`src/rtl/fifo_rd_arbiter.sv`:
```
// Round-robin burst arbiter that shares the read port of an async FIFO among N requesters.
// Defining FIFO_RD_ARB_TIMEOUT_EN adds an empty-stall timeout that aborts a starved burst.
module fifo_rd_arbiter #(
    parameter int N       = 4,
    parameter int DW      = 8,
    parameter int LW      = 3,
    parameter int TIMEOUT = 16
) (
    input  logic            r_clk,
    input  logic            r_rst_n,
    input  logic [N-1:0]    req,
    input  logic [N*LW-1:0] req_len,
    input  logic            r_empty,
    input  logic [DW-1:0]   r_data,
    output logic            r_inc,
    output logic [N-1:0]    gnt,
    output logic [DW-1:0]   rd_data,
    output logic [N-1:0]    rd_valid,
    input  logic [N-1:0]    rd_ready,
    output logic            busy,
    output logic            burst_done,
    output logic            burst_abrt
);
    localparam int PW  = (N > 1) ? $clog2(N) : 1;
    localparam int PW1 = PW + 1;

    typedef enum logic [1:0] {IDLE, BURST, DONE} state_t;

    state_t        state_q, state_d;
    logic [N-1:0]  gnt_q, gnt_d;
    logic [PW-1:0] g_q, g_d;
    logic [PW-1:0] rr_ptr_q, rr_ptr_d;
    logic [LW-1:0] cnt_q, cnt_d;
    logic [PW-1:0] pick;
    logic [PW1-1:0] sum;
    logic          found;
    logic          pop;
    logic          timeout_hit;

    // First requester at or after rr_ptr, wrapping explicitly so non-power-of-2 N works.
    always_comb begin
        found = 1'b0;
        pick  = rr_ptr_q;
        sum   = '0;
        for (int k = 0; k < N; k++) begin
            sum = {1'b0, rr_ptr_q} + PW1'(k);
            if (sum >= PW1'(N)) sum = sum - PW1'(N);
            if (!found && req[sum[PW-1:0]]) begin
                found = 1'b1;
                pick  = sum[PW-1:0];
            end
        end
    end

    // A pop is suppressed during reset so a burst cut by reset loses no extra word.
    assign pop = (state_q == BURST) && !r_empty && (|(rd_ready & gnt_q)) && r_rst_n;

`ifdef FIFO_RD_ARB_TIMEOUT_EN
    localparam int SW = $clog2(TIMEOUT + 1);
    logic [SW-1:0] stall_q, stall_d;
    logic          abrt_q;

    always_comb begin
        stall_d     = '0;
        timeout_hit = 1'b0;
        if (state_q == BURST && r_empty) begin
            stall_d     = stall_q + SW'(1);
            timeout_hit = (stall_d == SW'(TIMEOUT));
        end
    end

    always_ff @(posedge r_clk) begin
        if (!r_rst_n) begin
            stall_q <= '0;
            abrt_q  <= 1'b0;
        end else begin
            stall_q <= stall_d;
            abrt_q  <= timeout_hit;
        end
    end

    assign burst_abrt = abrt_q;
`else
    assign timeout_hit = 1'b0;
    assign burst_abrt  = 1'b0;
`endif

    always_comb begin
        state_d  = state_q;
        gnt_d    = gnt_q;
        g_d      = g_q;
        rr_ptr_d = rr_ptr_q;
        cnt_d    = cnt_q;
        case (state_q)
            IDLE: begin
                if (found) begin
                    state_d = BURST;
                    g_d     = pick;
                    gnt_d   = N'(1) << pick;
                    cnt_d   = req_len[int'(pick)*LW +: LW];
                end
            end
            BURST: begin
                if (timeout_hit || (pop && cnt_q == '0)) begin
                    state_d = DONE;
                    gnt_d   = '0;
                end else if (pop) begin
                    cnt_d = cnt_q - LW'(1);
                end
            end
            DONE: begin
                state_d  = IDLE;
                rr_ptr_d = (g_q == PW'(N - 1)) ? '0 : g_q + PW'(1);
            end
            default: state_d = IDLE;
        endcase
    end

    always_ff @(posedge r_clk) begin
        if (!r_rst_n) begin
            state_q  <= IDLE;
            gnt_q    <= '0;
            g_q      <= '0;
            rr_ptr_q <= '0;
            cnt_q    <= '0;
        end else begin
            state_q  <= state_d;
            gnt_q    <= gnt_d;
            g_q      <= g_d;
            rr_ptr_q <= rr_ptr_d;
            cnt_q    <= cnt_d;
        end
    end

    assign r_inc      = pop;
    assign gnt        = gnt_q;
    assign rd_data    = r_data;
    assign rd_valid   = (state_q == BURST && !r_empty && r_rst_n) ? gnt_q : '0;
    assign busy       = (state_q != IDLE);
    assign burst_done = (state_q == DONE);

endmodule

```
`config.mk`:
```
export PLATFORM = sky130hd
export DESIGN_NAME = fifo_rd_arbiter
export DESIGN_NICKNAME = d
export VERILOG_FILES = /design/src/rtl/fifo_rd_arbiter.sv
export SDC_FILE = /design/constraint.sdc
export NUM_CORES = 1
export LEC_CHECK = 0
export CAP_MARGIN = 20
export CORE_ASPECT_RATIO = 0.7
export CORE_UTILIZATION = 25
export CTS_CLUSTER_SIZE = 10
export DETAILED_ROUTE_END_ITERATION = 16
export SLEW_MARGIN = 20
export SYNTH_ARGS = -nofsm -noshare
export SYNTH_HDL_FRONTEND = slang
export SYNTH_SLANG_ARGS = --single-unit
```
`constraint.sdc`:
```
create_clock -name r_clk -period 2.8 [get_ports r_clk]
set_input_delay 0.42 -clock r_clk [delete_from_list [all_inputs] [get_ports r_clk]]
set_output_delay 0.42 -clock r_clk [all_outputs]
set_load 0.05 [all_outputs]
```
==> results.cfg, run 1 <==
[floorplan]
dieArea_um2 = 4275
io_pins = 51
coreArea_um2 = 3671
die_h_um = 55.01
fp-row-count = 18
die_w_um = 77.73
start_util = 0.2733

[logic_synthesis]
synth_area_leaders = dfxtp_1 (26%), mux2i_1 (7.0%), buf_4 (6.7%)
yosysTopAreaCell = dfxtp_1
synth_edf_count = 0
muxShareOfSynthArea = 0.08479
yosysMostFrequentCell = dfxtp_1
synth_top_family_by_area = simple AND/OR/NAND/NOR gates
async_flop_share = 0
synth_xor_area_frac = 0
syn_nets = 151
synth-simple-area-share = 0.2980
synth_top_area_frac = 0.2594
synthTopCellsByCount = dfxtp_1 (13), buf_4 (9), mux2i_1 (7), nor2_1 (7)
syn_area_um2 = 1003
yosys_warnings = 0
avgSynthCellArea_um2 = 8.577
ys_types = 46
synth-compound-area-share = 0.2219
ys_seq_area_frac = 0.2594
synth_flop_cell = dfxtp_1
synthCells = 117
ys_ff_latch = 13
synth_fa_ha_area_frac = 0.03741

[final_layout]
syn2layout_area_growth_pct = 41.77
nets = 179
ff_latch_area_um2 = 260.3
multiInputGateArea_um2 = 648.1
layout-drive-gt1-share = 0.1389
antennaDiodeCount = 0
fillCellCount = 389

[route]
routed_wirelength_mm = 2.480
wl_per_cell_um = 12.78
viasPerCell = 4.722
met1_length_mm = 1.185
drt_iter0_markers = 34
dr_wl_met3_um = 195
drtPass1Iterations = 7
dr.max_layer_used = met4
drc = 0
wl_met2_mm = 1.090
dr_total_vias = 916
ant_nets = 0

[grt]
first_global_vias = 847
grt_start_max_net_pins = 16
grt_overflow = 0
antenna_found_initial = 0
grtUsageTotal = 0.1226
grt_pass1_wl_mm = 3.953

[cts]
cts_tree = done
hold_buffers = 0
post_cts_buffers = 0
ctsResizeCount = 0
cts_sinks = 13
htree_levels = 1
cts_root_buffer = clkbuf_8
cts.path.max_buffers = 2
clkTransAtPathRegs_ns = 0.05
clk_latency_ns = 0.24
cts_buffers = 3

[critical_path]
path_max_fanout = 8
path_class = in2out
startpoint_type = primary input
crit_arrival_ns = 1.79
worstPathRequired_ns = 2.38
end_kind = output port

[worst_hold_path]
min_path_type = reg2reg

[sta]
setup_ws_ns = 0.5949
max_slew.worst_pin.slew_ns = 0.4989
slew_headroom = 0.6664
finClkSkew_ns = 0.005348
setup_violations = 0
drv_slew = 0
fin_crit_sh = 0.7875
grt_setup_unrepaired = no
timing.final.hold_violations = 0
max_clock_freq_mhz = 453.5
setup_tns_ns = 0
fin_crit_ns = 2.205

[pwr]
irDropWorstVdd_v = 0.0003034
p_leak_uw = 0.0005186
pwr_density_cell_nw_per_um2 = 388.3

[outcome]
outcome = finished, final reports clean

[placed_design]
hpwl_mm = 2.074
gp_congestion = 0.7734
place_ws_ns = 0.5760
numPortBuffers = 33

[flow_run]
drv_cap = 0
## path summary, 6_finish.rpt
path                                         startpoint               endpoint  slack (ns)  cells after the start
worst min-delay path                g_q[0]$_SDFFE_PN0P_    g_q[0]$_SDFFE_PN0P_        0.50                      2
worst max register to register  state_q[1]$_SDFFE_PN0P_  cnt_q[1]$_SDFFE_PN0P_        1.08                      5
worst max-delay path                            r_empty                  r_inc        0.59                      4
worst min register to register      g_q[0]$_SDFFE_PN0P_    g_q[0]$_SDFFE_PN0P_        0.50                      2
## report_power, final
group	internal, µW	total, µW	switching [µW]
Combinational	83.3	177	93.7
Sequential	199	209	9.95
Clock	100	167	66.3
## registers in the layout (all words and copies together) (netlist names)
register and flops:
state_q 2, gnt 4, g_q 2, cnt_q 3
rr_ptr_q 2
## metrics by stage
step	cells	area, µm²	hold WS [ns]	utilization	total power (µW)
2_1_floorplan	117	1003	0.4613	-	352.5
3_3_place_gp	190	1378	0.5009	0.3753	386.5
3_5_place_dp	190	1378	0.5003	0.3753	390.2
4_1_cts	194	1423	0.5074	0.3875	556.9
5_1_grt	194	1423	0.5512	0.3875	585.5
6_report	194	1423	0.4998	0.3875	552.4
## layer usage
metal / track usage / up-vias
li1: - / 463
met1: 0.1486 / 419
met2: 0.2124 / 32
met3: 0.04754 / 2
met4: 0.02201 / 0
met5: 0 / -
## placed cells by master, fill, tap and decap left out, drive strengths merged, types with 3 or more instances in the layout
cell and count:
mux2i 7, nor2b 6, a21oi 3, nor2 8, a21boi 6, nand2 6, clkdlybuf4s50 28, o21ai 5
a22oi 3, nand2b 6, and2 6, inv 5, buf 6, ha 3, clkbuf 4, dfxtp 13
## cell type report
| type | count | area share |
|---|---|---|
| multi-input cells | 88 | 0.4556 |
| well taps | 50 | 0.04398 |
| flip-flops and latches | 13 | 0.1829 |
| clock buffers | 4 | 0.03166 |
| repair buffers | 34 | 0.2726 |
| inverters | 5 | 0.01319 |
## cell families (layout without fill, tap and decap cells)
family	Yosys count	in the layout
muxes	8	8
buffers and inverters	16	43
other	1	1
adders and majority gates	3	3
DFF	13	13
and+or+nand+nor	49	49
AOI/OAI and AO/OA	27	27
## critical path, cell delays in order
cell and delay (ns):
clkdlybuf4s50_1 0.40, and4bb_1 0.40, a21boi_4 0.38, buf_12 0.18
Power figures use the tool's default switching activity.
==> run 2: changes to the inputs <==
==> constraint.sdc (replaced) <==
create_clock -name r_clk -period 2.2 [get_ports r_clk]
set_input_delay 0.33 -clock r_clk [delete_from_list [all_inputs] [get_ports r_clk]]
set_output_delay 0.33 -clock r_clk [all_outputs]
set_load 0.05 [all_outputs]
==> run 2 against run 1 <==
  * Non-clock buffer count is 2 higher
  * Total power is 29% higher
  * Sequential power is 28% higher
  * Die area stayed put
  * Critical path depth stayed put
  * Utilization is 0.41 points higher
  * Count of clock-buffer cells in the layout stayed put
  * First-iteration DRC count is 50% lower
  * Sequential share of layout area is 0.19 points lower
  * Clock skew is 0.0050 ns lower
  * Critical path type unchanged
  * Critical endpoint unchanged
  * Largest power group unchanged
==> results.cfg, run 2 (same netlist as run 1, synthesis figures left out) <==
[outcome]
outcome = finished, final reports clean

[critical_path]
path_class = in2out
worstPathRequired_ns = 1.87
startpoint_type = primary input
path_max_fanout = 8
r2r_start = state_q[0]$_SDFFE_PN0P_
cpMaxStageDelayCell = clkdlybuf4s50_1
slowest_delay_ns = 0.47
worstRegToRegCells = 5
worstPathCellList = clkdlybuf4s50_1 -> and4bb_1 -> a21boi_4 -> buf_12
cp_num_buf_inv = 2
reg2reg_to = cnt_q[1]$_SDFFE_PN0P_
end_kind = output port
regToRegSetupSlack_ns = 0.54
cpLargestDelayFamily = buffers and inverters
crit_arrival_ns = 1.66

[cts]
cts_buffers = 3
cts_root_buffer = clkbuf_8
cts_sinks = 13
post_cts_buffers = 0
cts.path.max_buffers = 2
clkTransAtPathRegs_ns = 0.06
htree_levels = 1
clk_latency_ns = 0.24
cts_tree = done

[final_layout]
layout-drive-gt1-share = 0.1575
antennaDiodeCount = 0
largest_reg_flops = 4
final_common_cell = clkdlybuf4s50_1
final_cell_mix = clkdlybuf4s50_1 (26), dfxtp_1 (13), nor2_1 (7), mux2i_1 (7)
fillCellCount = 378
syn2layout_area_growth_pct = 43.27
ff_latch_area_um2 = 260.3
fin_util = 0.3916
final_cell_area_um2 = 1438
multiInputGateArea_um2 = 648.1
nets = 181

[route]
ant_nets = 0
drtPass1Iterations = 4
dr_total_vias = 939
drt_iter0_markers = 17
routed_wirelength_mm = 2.604
viasPerCell = 4.791
wl_per_cell_um = 13.29
drc = 0

[sta]
timing.final.hold_violations = 0
setup_violations = 0
fin_crit_sh = 0.9042
max_clock_freq_mhz = 502.7
slew_headroom = 0.6637
finClkSkew_ns = 0.0003685
max_slew.worst_pin.slew_ns = 0.5029
setup_ws_ns = 0.2107
grt_setup_unrepaired = no
setup_tns_ns = 0
fin_crit_ns = 1.989
drv_slew = 0

[floorplan]
die_w_um = 77.73
fp-row-count = 18
die_h_um = 55.01
start_util = 0.2733
io_pins = 51
dieArea_um2 = 4275
coreArea_um2 = 3671

[worst_hold_path]
min_path_type = reg2reg
hold_start = gnt[0]$_SDFFE_PN0P_
holdPathStages = 2
min_to = gnt[0]$_SDFFE_PN0P_

[placed_design]
place_ws_ns = 0.09650
numPortBuffers = 33
hpwl_mm = 2.113
placed_area_um2 = 1390
gp_congestion = 0.8313

[pwr]
pwr_density_cell_nw_per_um2 = 495.1
p_leak_uw = 0.0005422
irDropWorstVdd_v = 0.0003617
total_power_uw = 711.7

[grt]
grtUsageTotal = 0.1294
grt_overflow = 0
first_global_vias = 888
grt_start_max_net_pins = 16
antenna_found_initial = 0
grt_pass1_wl_mm = 4.153

[flow_run]
drv_cap = 0
==> run 2: cell types whose count changed in the layout (fill, tap and decap cells not counted), sizes merged <==
cell           delta
buf               +3
clkdlybuf4s50     -2
dlymetal6s2s      +1
==> run 2: worst register-to-register path: stages, from the launching register on <==
cell	delay (ns)
dfxtp_1	0.36
and4bb_1	0.34
a21boi_4	0.35
a21oi_2	0.10
mux2_4	0.31
a211oi_2	0.13
==> run 2: power breakdown <==
group | leakage [µW] | internal [µW] | switching (µW)
sequential | 0.000107 | 253 | 13.7
clock | 0.0000228 | 128 | 87.4
combinational | 0.000413 | 110 | 120
==> run 2: cell type report <==
cell class | count | area share
well taps | 50 | 0.04352
multi-input cells | 88 | 0.4508
repair buffers | 36 | 0.2802
flip-flops and latches | 13 | 0.1810
inverters | 5 | 0.01305
clock buffers | 4 | 0.03133
==> run 2: timing repair <==
action,in CTS,in global routing
gates resized for setup,0,1
setup endpoints to repair,0,1
hold buffers,0,0
==> run 2: per-stage QoR <==
| stage | cells | hold slack (ns) |
|---|---|---|
| floorplan | 117 | 0.4613 |
| global placement | 192 | 0.5017 |
| detailed placement | 192 | 0.5014 |
| CTS | 196 | 0.5095 |
| global route | 196 | 0.5459 |
| finish | 196 | 0.5017 |
==> run 2: how the worst max path moves through the flow <==
stage                                  startpoint                     to  slack, ns  cells past startpoint
after detailed placement                   req[3]  cnt_q[0]$_SDFFE_PN0P_        0.1                      6
final                                     r_rst_n                  r_inc       0.21                      4
after CTS                 state_q[0]$_SDFFE_PN0P_                   busy       0.08                      2
after global placement                     req[3]  cnt_q[1]$_SDFFE_PN0P_       0.09                      6
after global routing                      r_rst_n                  r_inc       0.12                      4
after floorplan               gnt[0]$_SDFFE_PN0P_  cnt_q[1]$_SDFFE_PN0P_       0.25                      5
==> run 2: layer usage <==
metal  wire length, µm  up-vias  part of all wire  GRT usage
li1                  -      472                 -          -
met1              1199      430              0.46     0.1509
met2              1137       35              0.44     0.2183
met3               254        2             0.098    0.06230
met4                13        0            0.0050    0.03145
met5                 0        -                 0          0
==> run 3: changes to the inputs <==
--- a/config.mk
+++ b/config.mk
@@ -5,11 +5,13 @@
 export SDC_FILE = /design/constraint.sdc
 export NUM_CORES = 1
 export LEC_CHECK = 0
+export ABC_CLOCK_PERIOD_IN_PS = 2200
 export CAP_MARGIN = 20
 export CORE_ASPECT_RATIO = 0.7
-export CORE_UTILIZATION = 25
+export CORE_UTILIZATION = 39
 export CTS_CLUSTER_SIZE = 10
 export DETAILED_ROUTE_END_ITERATION = 16
+export PLACE_DENSITY = 0.79
 export SLEW_MARGIN = 20
 export SYNTH_ARGS = -nofsm -noshare
 export SYNTH_HDL_FRONTEND = slang
==> run 3 against run 2 <==
  * Sequential cell count did not move
  * Utilization rose by 21 points
  * Non-clock buffer count fell by 2
  * Global-route usage rose by 5.9 points
  * Hold slack got worse by 0.0032 ns
  * Total power fell by 9.8%
  * Critical endpoint unchanged
  * Highest routed layer unchanged
==> results.cfg, run 3 (same netlist as run 1, synthesis figures left out) <==
[floorplan]
dieArea_um2 = 2783
coreArea_um2 = 2277
fp-row-count = 14
start_util = 0.4407
io_pins = 51
die_h_um = 44.44
die_w_um = 62.63

[grt]
first_global_vias = 899
grtUsageTotal = 0.1879
grt_overflow = 0
grt_start_max_net_pins = 16
grt_pass1_wl_mm = 4.036
antenna_found_initial = 0

[critical_path]
path_max_fanout = 8
crit_arrival_ns = 1.66
end_kind = output port
path_class = in2out
r2r_start = rr_ptr_q[0]$_SDFFE_PN0P_
worstPathRequired_ns = 1.87
cp-startpoint = r_rst_n
startpoint_type = primary input

[placed_design]
numPortBuffers = 33
placed_cells = 172
hpwl_mm = 1.957
gp_congestion = 0.8427

[route]
drc = 0
routed_wirelength_mm = 2.450
drt_iter0_markers = 15
drtPass1Iterations = 4
ant_nets = 0
wl_per_cell_um = 13.92
viasPerCell = 5.369
dr_total_vias = 945

[outcome]
outcome = finished, final reports clean

[sta]
max_clock_freq_mhz = 501.5
grt_setup_unrepaired = no
max_slew.worst_pin.slew_ns = 0.5008
slew_headroom = 0.6656
fin_crit_sh = 0.9063
drv_slew = 0
timing.final.hold_violations = 0
finClkSkew_ns = 0.005692
fin_crit_ns = 1.994
setup_tns_ns = 0
setup_violations = 0

[cts]
clkTransAtPathRegs_ns = 0.08
clk_latency_ns = 0.28
cts_buffers = 3
cts.path.max_buffers = 2
post_cts_buffers = 0
cts_tree = done
htree_levels = 1
cts_sinks = 13
cts_root_buffer = clkbuf_4

[final_layout]
final_cell_mix = clkdlybuf4s50_1 (26), dfxtp_1 (13), nor2_1 (7), mux2i_1 (7)
syn2layout_area_growth_pct = 37.66
fillCellCount = 214
final_cell_count_no_fill = 176
largest_reg_flops = 4
antennaDiodeCount = 0
layout-drive-gt1-share = 0.1458
final_common_cell = clkdlybuf4s50_1
nets = 179

[pwr]
irDropWorstVdd_v = 0.0003700
p_leak_uw = 0.0005245
pwr_density_cell_nw_per_um2 = 464.7

[flow_run]
drv_cap = 0

[worst_hold_path]
hold_start = g_q[0]$_SDFFE_PN0P_
min_path_type = reg2reg
## run 3: cell types whose count changed in the layout (fill, tap and decap cells not counted), sizes merged
cell	change
buf	-2
## run 3: metrics by stage
stage	utilization	power [µW]	worst slack (ns)	hold WS (ns)	instance area [µm²]
floorplan	-	448.6	0.2467	0.4613	1003
global placement	0.5940	488.3	0.04224	0.4818	1353
detailed placement	0.5940	493.9	0.04753	0.4869	1353
CTS	0.6055	641.8	0.03663	0.5009	1379
global route	0.6066	680.8	0.1610	0.5391	1381
finish	0.6066	641.9	0.2061	0.4986	1381
## run 3: repair_timing
item / in CTS / in global routing
resized for setup: 0 / 1
endpoints found under the setup margin: 0 / 1
hold buffers: 0 / 0
## run 3: layer usage
layer / up-vias / global-route usage / part of all wire
li1: 465 / - / -
met1: 437 / 0.2361 / 0.48
met2: 37 / 0.3130 / 0.44
met3: 6 / 0.05155 / 0.065
met4: 0 / 0.06977 / 0.0094
met5: - / 0 / 0
## run 3: final cells by class
cell class	instances	area, µm²	area share
clock buffers	4	26.28	0.01902
inverters	5	18.77	0.01359
multi-input cells	88	648.1	0.4692
flip-flops and latches	13	260.3	0.1884
well taps	32	40.04	0.02899
repair buffers	34	387.9	0.2808
## run 3: path summary, 6_finish.rpt
check	end	slack, ns	depth (start not counted)
min	g_q[0]$_SDFFE_PN0P_	0.50	2
min reg2reg	g_q[0]$_SDFFE_PN0P_	0.50	2
max reg2reg	cnt_q[0]$_SDFFE_PN0P_	0.49	5
max	r_inc	0.21	4
## run 3: worst max-delay path: stages
cell and delay, ns:
clkdlybuf4s50_1 0.48, and4bb_1 0.31, a21boi_4 0.36, buf_12 0.18
## run 3: power breakdown
group | switching, µW | total [µW] | internal (µW)
sequential | 12.8 | 265 | 252
clock | 81.2 | 152 | 70.4
combinational | 119 | 225 | 106
